<file path="src/rtl/mem_req_arbiter.sv">
// Round-robin arbiter sharing one cacheline adapter between the instruction cache
// and the data cache; one transaction in flight at a time, all adapter outputs registered.
module mem_req_arbiter #(
    parameter int TIMEOUT_CYCLES = 1024,
    parameter int CNT_W          = 32
) (
    input  logic             clk,
    input  logic             rst,
    input  logic             icache_read,
    input  logic [31:0]      icache_addr,
    output logic [255:0]     icache_rdata,
    output logic             icache_resp,
    input  logic             dcache_read,
    input  logic             dcache_write,
    input  logic [31:0]      dcache_addr,
    input  logic [255:0]     dcache_wdata,
    output logic [255:0]     dcache_rdata,
    output logic             dcache_resp,
    output logic             adp_read_enable,
    output logic             adp_write_enable,
    output logic [31:0]      adp_addr,
    output logic [255:0]     adp_write_data,
    input  logic [255:0]     adp_data_out,
    input  logic             adp_valid_out,
    output logic             timeout_err,
    output logic [CNT_W-1:0] icache_grants,
    output logic [CNT_W-1:0] dcache_grants
);

    typedef enum logic [2:0] {IDLE, BUSY_I, BUSY_D, RESP, GAP} state_t;

    localparam int TO_W = $clog2(TIMEOUT_CYCLES + 1);
    localparam logic [TO_W-1:0] TO_MAX  = TO_W'(TIMEOUT_CYCLES);
    localparam logic [TO_W-1:0] TO_LAST = TO_W'(TIMEOUT_CYCLES - 1);
    localparam logic [31:0]     LINE_MASK = 32'hFFFF_FFE0;

    state_t          state;
    logic            last_served_d;
    logic [TO_W-1:0] to_cnt;
    logic            dcache_pend;
    logic            grant_i;
    logic            grant_d;

    // On a tie the requester that was not served last wins.
    assign dcache_pend = dcache_read | dcache_write;
    assign grant_i     = icache_read & (~dcache_pend | last_served_d);
    assign grant_d     = dcache_pend & (~icache_read | ~last_served_d);

    always_ff @(posedge clk) begin
        if (rst) begin
            state            <= IDLE;
            last_served_d    <= 1'b1;
            to_cnt           <= '0;
            adp_read_enable  <= 1'b0;
            adp_write_enable <= 1'b0;
            adp_addr         <= '0;
            adp_write_data   <= '0;
            icache_rdata     <= '0;
            dcache_rdata     <= '0;
            icache_resp      <= 1'b0;
            dcache_resp      <= 1'b0;
            timeout_err      <= 1'b0;
            icache_grants    <= '0;
            dcache_grants    <= '0;
        end else begin
            case (state)
                IDLE: begin
                    if (grant_i) begin
                        state           <= BUSY_I;
                        last_served_d   <= 1'b0;
                        icache_grants   <= icache_grants + CNT_W'(1);
                        adp_read_enable <= 1'b1;
                        adp_addr        <= icache_addr & LINE_MASK;
                        adp_write_data  <= '0;
                        to_cnt          <= '0;
                    end else if (grant_d) begin
                        state            <= BUSY_D;
                        last_served_d    <= 1'b1;
                        dcache_grants    <= dcache_grants + CNT_W'(1);
                        // Read and write together is treated as a write.
                        adp_write_enable <= dcache_write;
                        adp_read_enable  <= ~dcache_write;
                        adp_addr         <= dcache_addr & LINE_MASK;
                        adp_write_data   <= dcache_wdata;
                        to_cnt           <= '0;
                    end
                end
                BUSY_I, BUSY_D: begin
                    if (adp_valid_out) begin
                        adp_read_enable  <= 1'b0;
                        adp_write_enable <= 1'b0;
                        state            <= RESP;
                        if (state == BUSY_I) begin
                            icache_rdata <= adp_data_out;
                            icache_resp  <= 1'b1;
                        end else begin
                            dcache_resp <= 1'b1;
                            if (!adp_write_enable)
                                dcache_rdata <= adp_data_out;
                        end
                    end else if (to_cnt != TO_MAX) begin
                        // Saturating wait counter; the error is sticky until reset.
                        to_cnt <= to_cnt + TO_W'(1);
                        if (to_cnt == TO_LAST)
                            timeout_err <= 1'b1;
                    end
                end
                RESP: begin
                    icache_resp <= 1'b0;
                    dcache_resp <= 1'b0;
                    state       <= GAP;
                end
                GAP: state <= IDLE;
                default: state <= IDLE;
            endcase
        end
    end

endmodule

</file>
<file path="config.mk">
export PLATFORM = sky130hd
export DESIGN_NAME = mem_req_arbiter
export DESIGN_NICKNAME = d
export VERILOG_FILES = /design/src/rtl/mem_req_arbiter.sv
export SDC_FILE = /design/constraint.sdc
export NUM_CORES = 2
export LEC_CHECK = 0
export BUFFER_PORTS_ARGS = -buffer_cell sky130_fd_sc_hd__buf_2
export CORE_AREA = 2 2 573 575
export DETAILED_ROUTE_END_ITERATION = 8
export DIE_AREA = 0 0 575 577
export PLACE_DENSITY = 0.3
export SYNTH_ARGS = -nofsm -noshare
export SYNTH_HDL_FRONTEND = slang
export SYNTH_SLANG_ARGS = --single-unit
</file>
<file path="constraint.sdc">
create_clock -name clk -period 2.4 [get_ports clk]
set_clock_uncertainty 0.1 [all_clocks]
set_input_delay 0.48 -clock clk [delete_from_list [all_inputs] [get_ports clk]]
set_output_delay 0.48 -clock clk [all_outputs]
set_load 0.005 [all_outputs]
</file>
Word level (Yosys, flattened, before mapping) --
Index checks and enable logic that the tools add are counted.
Word-level totals: flip-flop bits (word level) 884, input port bits 582, logic and storage cells 88
Operators by class: add/sub/neg operators 3, eq/ne operators 13, mux-type cells 28, bitwise gates (word level) 13, reduce and logical (&&, ||, !) cells 17
Operators with widths (number):
- 256-bit 2-to-1 mux | 2
- 32-bit by 1-bit adder with 32-bit output (second input constant) | 2
- 32-bit 2-to-1 mux | 2
- 11-bit 2-to-1 mux | 4
- 11-bit case mux with 2 select lines | 1
- 4-bit AND reduction | 4
- 3-bit AND reduction | 5
- 2-bit inequality test (second input constant) | 7
- 11-bit by 1-bit adder with 11-bit output (second input constant) | 1
- 11-bit by 10-bit == test with 1-bit output (second input constant) | 1
- 1-bit 2-to-1 mux | 11
- 11-bit inequality test (second input constant) | 1
- 3-bit 2-to-1 mux | 3
- 3-bit case mux with 3 select lines | 1
- 1-bit NOT | 8
- 1-bit case mux with 2 select lines | 4
- 3-bit by 2-bit == test with 1-bit output (second input constant) | 2
- 2-bit AND reduction | 3
- 2-bit nonzero test | 3
- 3-bit by 1-bit == test with 1-bit output (second input constant) | 1
- 3-bit zero test | 1
- 3-bit inequality test (second input constant) | 1
- 1-bit bitwise OR | 3
- 1-bit bitwise AND | 2
- 2-bit OR reduction | 1

Longest topological paths before layout --
depth in word-level cells 6, mapped depth 7

Least setup slack after synthesis --
No wires, ideal clock.
kind reg-to-reg, start register state[1], end register icache_grants[31], arrival time 1.783 ns, required time 2.177 ns, slack 0.394 ns, cell stages (with the launch flop) 6, clock period less this slack 2.006 ns, cell sequence dfxtp_1 > buf_6 > nor4b_4 > nand4_4 > nor4_2 > mux2_1
Between the ends: longest elaborated chain between the ends 2
Ends and longest elaborated chain:
- start: declaration | line 37 | state_t state;
- start signal: assignment | line 51 | state <= IDLE;
- start signal: assignment | line 69 | state <= BUSY_I;
- start signal: assignment | line 77 | state <= BUSY_D;
- 3-bit zero test | line 66 | case (state)
- 2-bit AND reduction (no source line)
- end signal: assignment | line 71 | icache_grants <= icache_grants + CNT_W'(1);
- end: declaration | line 26 | output logic [CNT_W-1:0] icache_grants,
No other way between the ends. A chain may end at the register's enable or synchronous reset.

Worst setup path in the final report --
start register dcache_grants[7], end register dcache_grants[29]
Between the ends: longest elaborated chain between the ends 1
Ends and longest elaborated chain:
- start: declaration | line 27 | output logic [CNT_W-1:0] dcache_grants
- start signal: assignment | line 79 | dcache_grants <= dcache_grants + CNT_W'(1);
- 32-bit by 1-bit adder with 32-bit output | line 79
No other way between the ends.

==> run_results.csv <==
group,metric,value,unit
synthesis,synth.largest_area_cell,"dfxtp_1",
hold_path,holdPathStages,5,
hold_path,min_to,"icache_grants[1]$_SDFFE_PP0N_",
placement,placed_cells,9394,
hold_path,hold_path.class,"in2reg",
pwr,internal-power,32.0,mW
floorplan,io_pins,1451,
drt,drt_pass1_iterations,6,
floorplan,rows,210,
final_layout,fillerInstances,37337,
pwr,p_sw_frac,0.344,
cts,clockBufferDepth,4,
worst_setup_path,slowest_delay,0.51,ns
cts,clkTransAtPathRegs,0.06,ns
synthesis,synth_area_leaders,"dfxtp_1 56%, nand2_1 13%, a21oi_1 8.8%",
placement,dpl.hpwl,195,mm
sta,clock.fmax,457,MHz
floorplan,initial_core_util,0.0962,
sta,setup_violations,0,
drt,drc,0,
cts,cts_made_buffers,119,
cts,clk_latency,0.88,ns
grt,grt_start_max_net_pins,79,
hold_path,hp-start,"dcache_read",
pwr,peakVddDrop,0.572,mV
pwr,clockPowerShare,0.373,
floorplan,core_area,326000,sq um
cts,postCtsSetupBuffers,0,
pwr,power_frac_seq,0.361,
pwr,power_per_cell_area,898,nW/um^2
grt,gr-total-overflow,0,
synthesis,netlist_area,31300,sq um
pwr,leakage,22.4,nW
cts,cts_root_buf,"clkbuf_16",
worst_setup_path,rrSetupSlack,0.21,ns
final_layout,nets,6324,
worst_setup_path,rr_startpoint,"dcache_grants[7]$_SDFFE_PP0P_",
drt,vias,35415,
sta,fin_crit_sh,0.911,
synthesis,synthCells,3751,
worst_setup_path,crit_type,"reg2reg",
placement,gp_congestion,0.888,
worst_setup_path,r2r_end,"dcache_grants[29]$_SDFFE_PP0P_",
drt,antenna_left,0,
sta,rsz0062_at_grt,"no",
worst_setup_path,critPathCaptureType,"flip-flop",
synthesis,synth_seq_cells,879,
final_layout,finalNonFillerCells,10188,
final_layout,area_delta_synth_final,73.2,%
sta,hold_viol,0,
drt,routedWlPerCell,23.3,um
synthesis,netlist_top_cells_count,"1076 x nand2_1, 879 x dfxtp_1, 553 x a21oi_1",
pwr,p_comb_frac,0.266,
sta,tightestPinTransition,0.650,ns
grt,grt_pass1_wl,316,mm
drt,via_per_inst,3.48,
sta,maxSlewHeadroom,0.567,
worst_setup_path,cp_cell_sequence,"and4_1, nand4_1, buf_4, or4_1, a21oi_1",
worst_setup_path,crit_arrival,2.81,ns
synthesis,synthFlopType,"dfxtp_1",
sta,hold_slack,0.191,ns
sta,slew_violations,0,
worst_setup_path,slowest_stage,"or4_1",
placement,portBuffers,1435,
worst_setup_path,cp_max_fo,24,
final_layout,drive_gt1_frac,0.311,
synthesis,syn_area_per_cell,8.35,sq um
floorplan,die_w,575,um
floorplan,dieHeight,577,um
sta,tns,0,ns
job,maxCapViolCount,0,
floorplan,die-area,332000,sq um
synthesis,ys_warn_count,0,
synthesis,yosysMostFrequentCell,"nand2_1",
sta,finalWorstPathRequiredPeriod,2.19,ns
synthesis,synthArstFlopShare,0,
worst_setup_path,rr_worst_depth,5,
cts,cts_tree,"done",
synthesis,synth_enable_flop_cells,0,
worst_setup_path,cp.required,3.02,ns
cts,cts_max_level,3,
synthesis,synth.distinct_cells,55,
grt,globalRouteTotalUtil,0.137,
drt,routed_wl,238,mm
pwr,p_switching,16.8,mW
worst_setup_path,start_kind,"flip-flop",
drt,drtIter0Drc,1992,
cts,cts.sinks,879,
grt,grt_pass1_vias,35829,
synthesis,synth_top_area_share,0.562,
grt,antenna_found_initial,71,
run_status,status,"complete, no violations",
synthesis,yosysSeqAreaShare,0.562,
cell families after synthesis:
group / share of synthesized area
flip-flops: 0.562
buffers and inverters: 0.0439
other: 0.000120
AO/OA/AOI/OAI: 0.171
AND/OR/NAND/NOR: 0.211
XOR/XNOR: 0.00443
multiplexers: 0.00679
adder cells (fa/ha/maj): 0.00160
critical path, delay by kind of cell (launching register included):
kind	cells	cell delay (ns)
AND/OR/NAND/NOR	3	1.17
buffers and inverters	1	0.25
AO/OA/AOI/OAI	1	0.15
flip-flops	1	0.42
sequential cells by signal (all words and copies together), names as in the netlist, 3 cells and up:
signal,flops
adp_addr,27
adp_write_data,256
dcache_grants,32
dcache_rdata,256
icache_grants,32
icache_rdata,256
state,3
to_cnt,11
how the worst max path moves through the flow:
stage	start	to	slack (ns)
CTS	icache_rdata[145]$_SDFFE_PP0P_	icache_rdata[145]	0.08
global route	state[2]$_SDFFE_PP0P_	dcache_grants[26]$_SDFFE_PP0P_	0.08
floorplan	state[1]$_SDFFE_PP0P_	icache_grants[31]$_SDFFE_PP0N_	0.39
finish	dcache_grants[7]$_SDFFE_PP0P_	dcache_grants[29]$_SDFFE_PP0P_	0.21
detailed placement	icache_read	icache_grants[29]$_SDFFE_PP0N_	0.11
global placement	icache_read	dcache_grants[26]$_SDFFE_PP0P_	0.07
per-stage QoR:
| stage | instance area, sq um | total power [mW] | setup slack (ns) | utilization |
|---|---|---|---|---|
| finish | 54300 | 48.8 | 0.213 | 0.167 |
| global route | 54300 | 51.6 | 0.0770 | 0.167 |
| CTS | 54200 | 50.0 | 0.0755 | 0.166 |
| detailed placement | 44600 | 30.3 | 0.111 | 0.137 |
| global placement | 44600 | 30.3 | 0.0735 | 0.137 |
| floorplan | 31400 | 22.8 | 0.394 | - |
cell usage in the layout, fill, tap and decap left out, types with 6 or more instances in the layout:
master	count
a21oi_1	553
a22oi_1	258
a311oi_1	27
a31oi_1	7
and2_1	6
and4_1	13
buf_12	50
buf_2	1431
buf_4	118
bufinv_16	6
clkbuf_1	28
clkbuf_16	119
clkbuf_8	31
clkinv_2	18
dfxtp_1	879
diode_2	12
dlygate4sd3_1	569
inv_1	21
mux2_2	13
nand2_1	1074
nand3_1	53
nand4_1	28
nor2_1	323
nor2b_1	17
nor3_1	16
nor4_1	12
o21ai_0	19
o31ai_1	18
or3_1	16
or4_1	19
xnor2_1	6
xor2_1	8
power groups by stage:
stage / clock (mW) / combinational (mW) / sequential (mW)
5_1_grt: 19.5 / 14.3 / 17.8
3_3_place_gp: 0 / 12.5 / 17.9
2_1_floorplan: 0 / 5.04 / 17.7
3_5_place_dp: 0 / 12.5 / 17.9
4_1_cts: 19.0 / 13.4 / 17.6
6_report: 18.2 / 13.0 / 17.6
per-layer routing:
| layer | vias up | track usage | part of all wire |
|---|---|---|---|
| met2 | 1372 | 0.228 | 0.46 |
| met5 | - | 0 | 0.000063 |
| met3 | 330 | 0.0689 | 0.12 |
| met4 | 2 | 0.0442 | 0.036 |
| met1 | 17010 | 0.152 | 0.38 |
| li1 | 16701 | - | - |
what timing repair did:
action	CTS	global route
hold buffers	569	0
hold endpoints to repair	798	0
setup endpoints to repair	3	0
resized for setup	3	0
layout make-up:
class | instances | area (sq um) | share of cell area
Antenna cell | 12 | 30.0 | 0.000553
Clock buffer | 178 | 3510 | 0.0647
Clock inverter | 35 | 419 | 0.00772
Inverter | 21 | 78.8 | 0.00145
Multi-Input combinational cell | 2548 | 12400 | 0.229
Sequential cell | 879 | 17600 | 0.324
Tap cell | 4346 | 5440 | 0.100
Timing Repair Buffer | 2169 | 14800 | 0.272
Power figures use the tool's default switching activity.
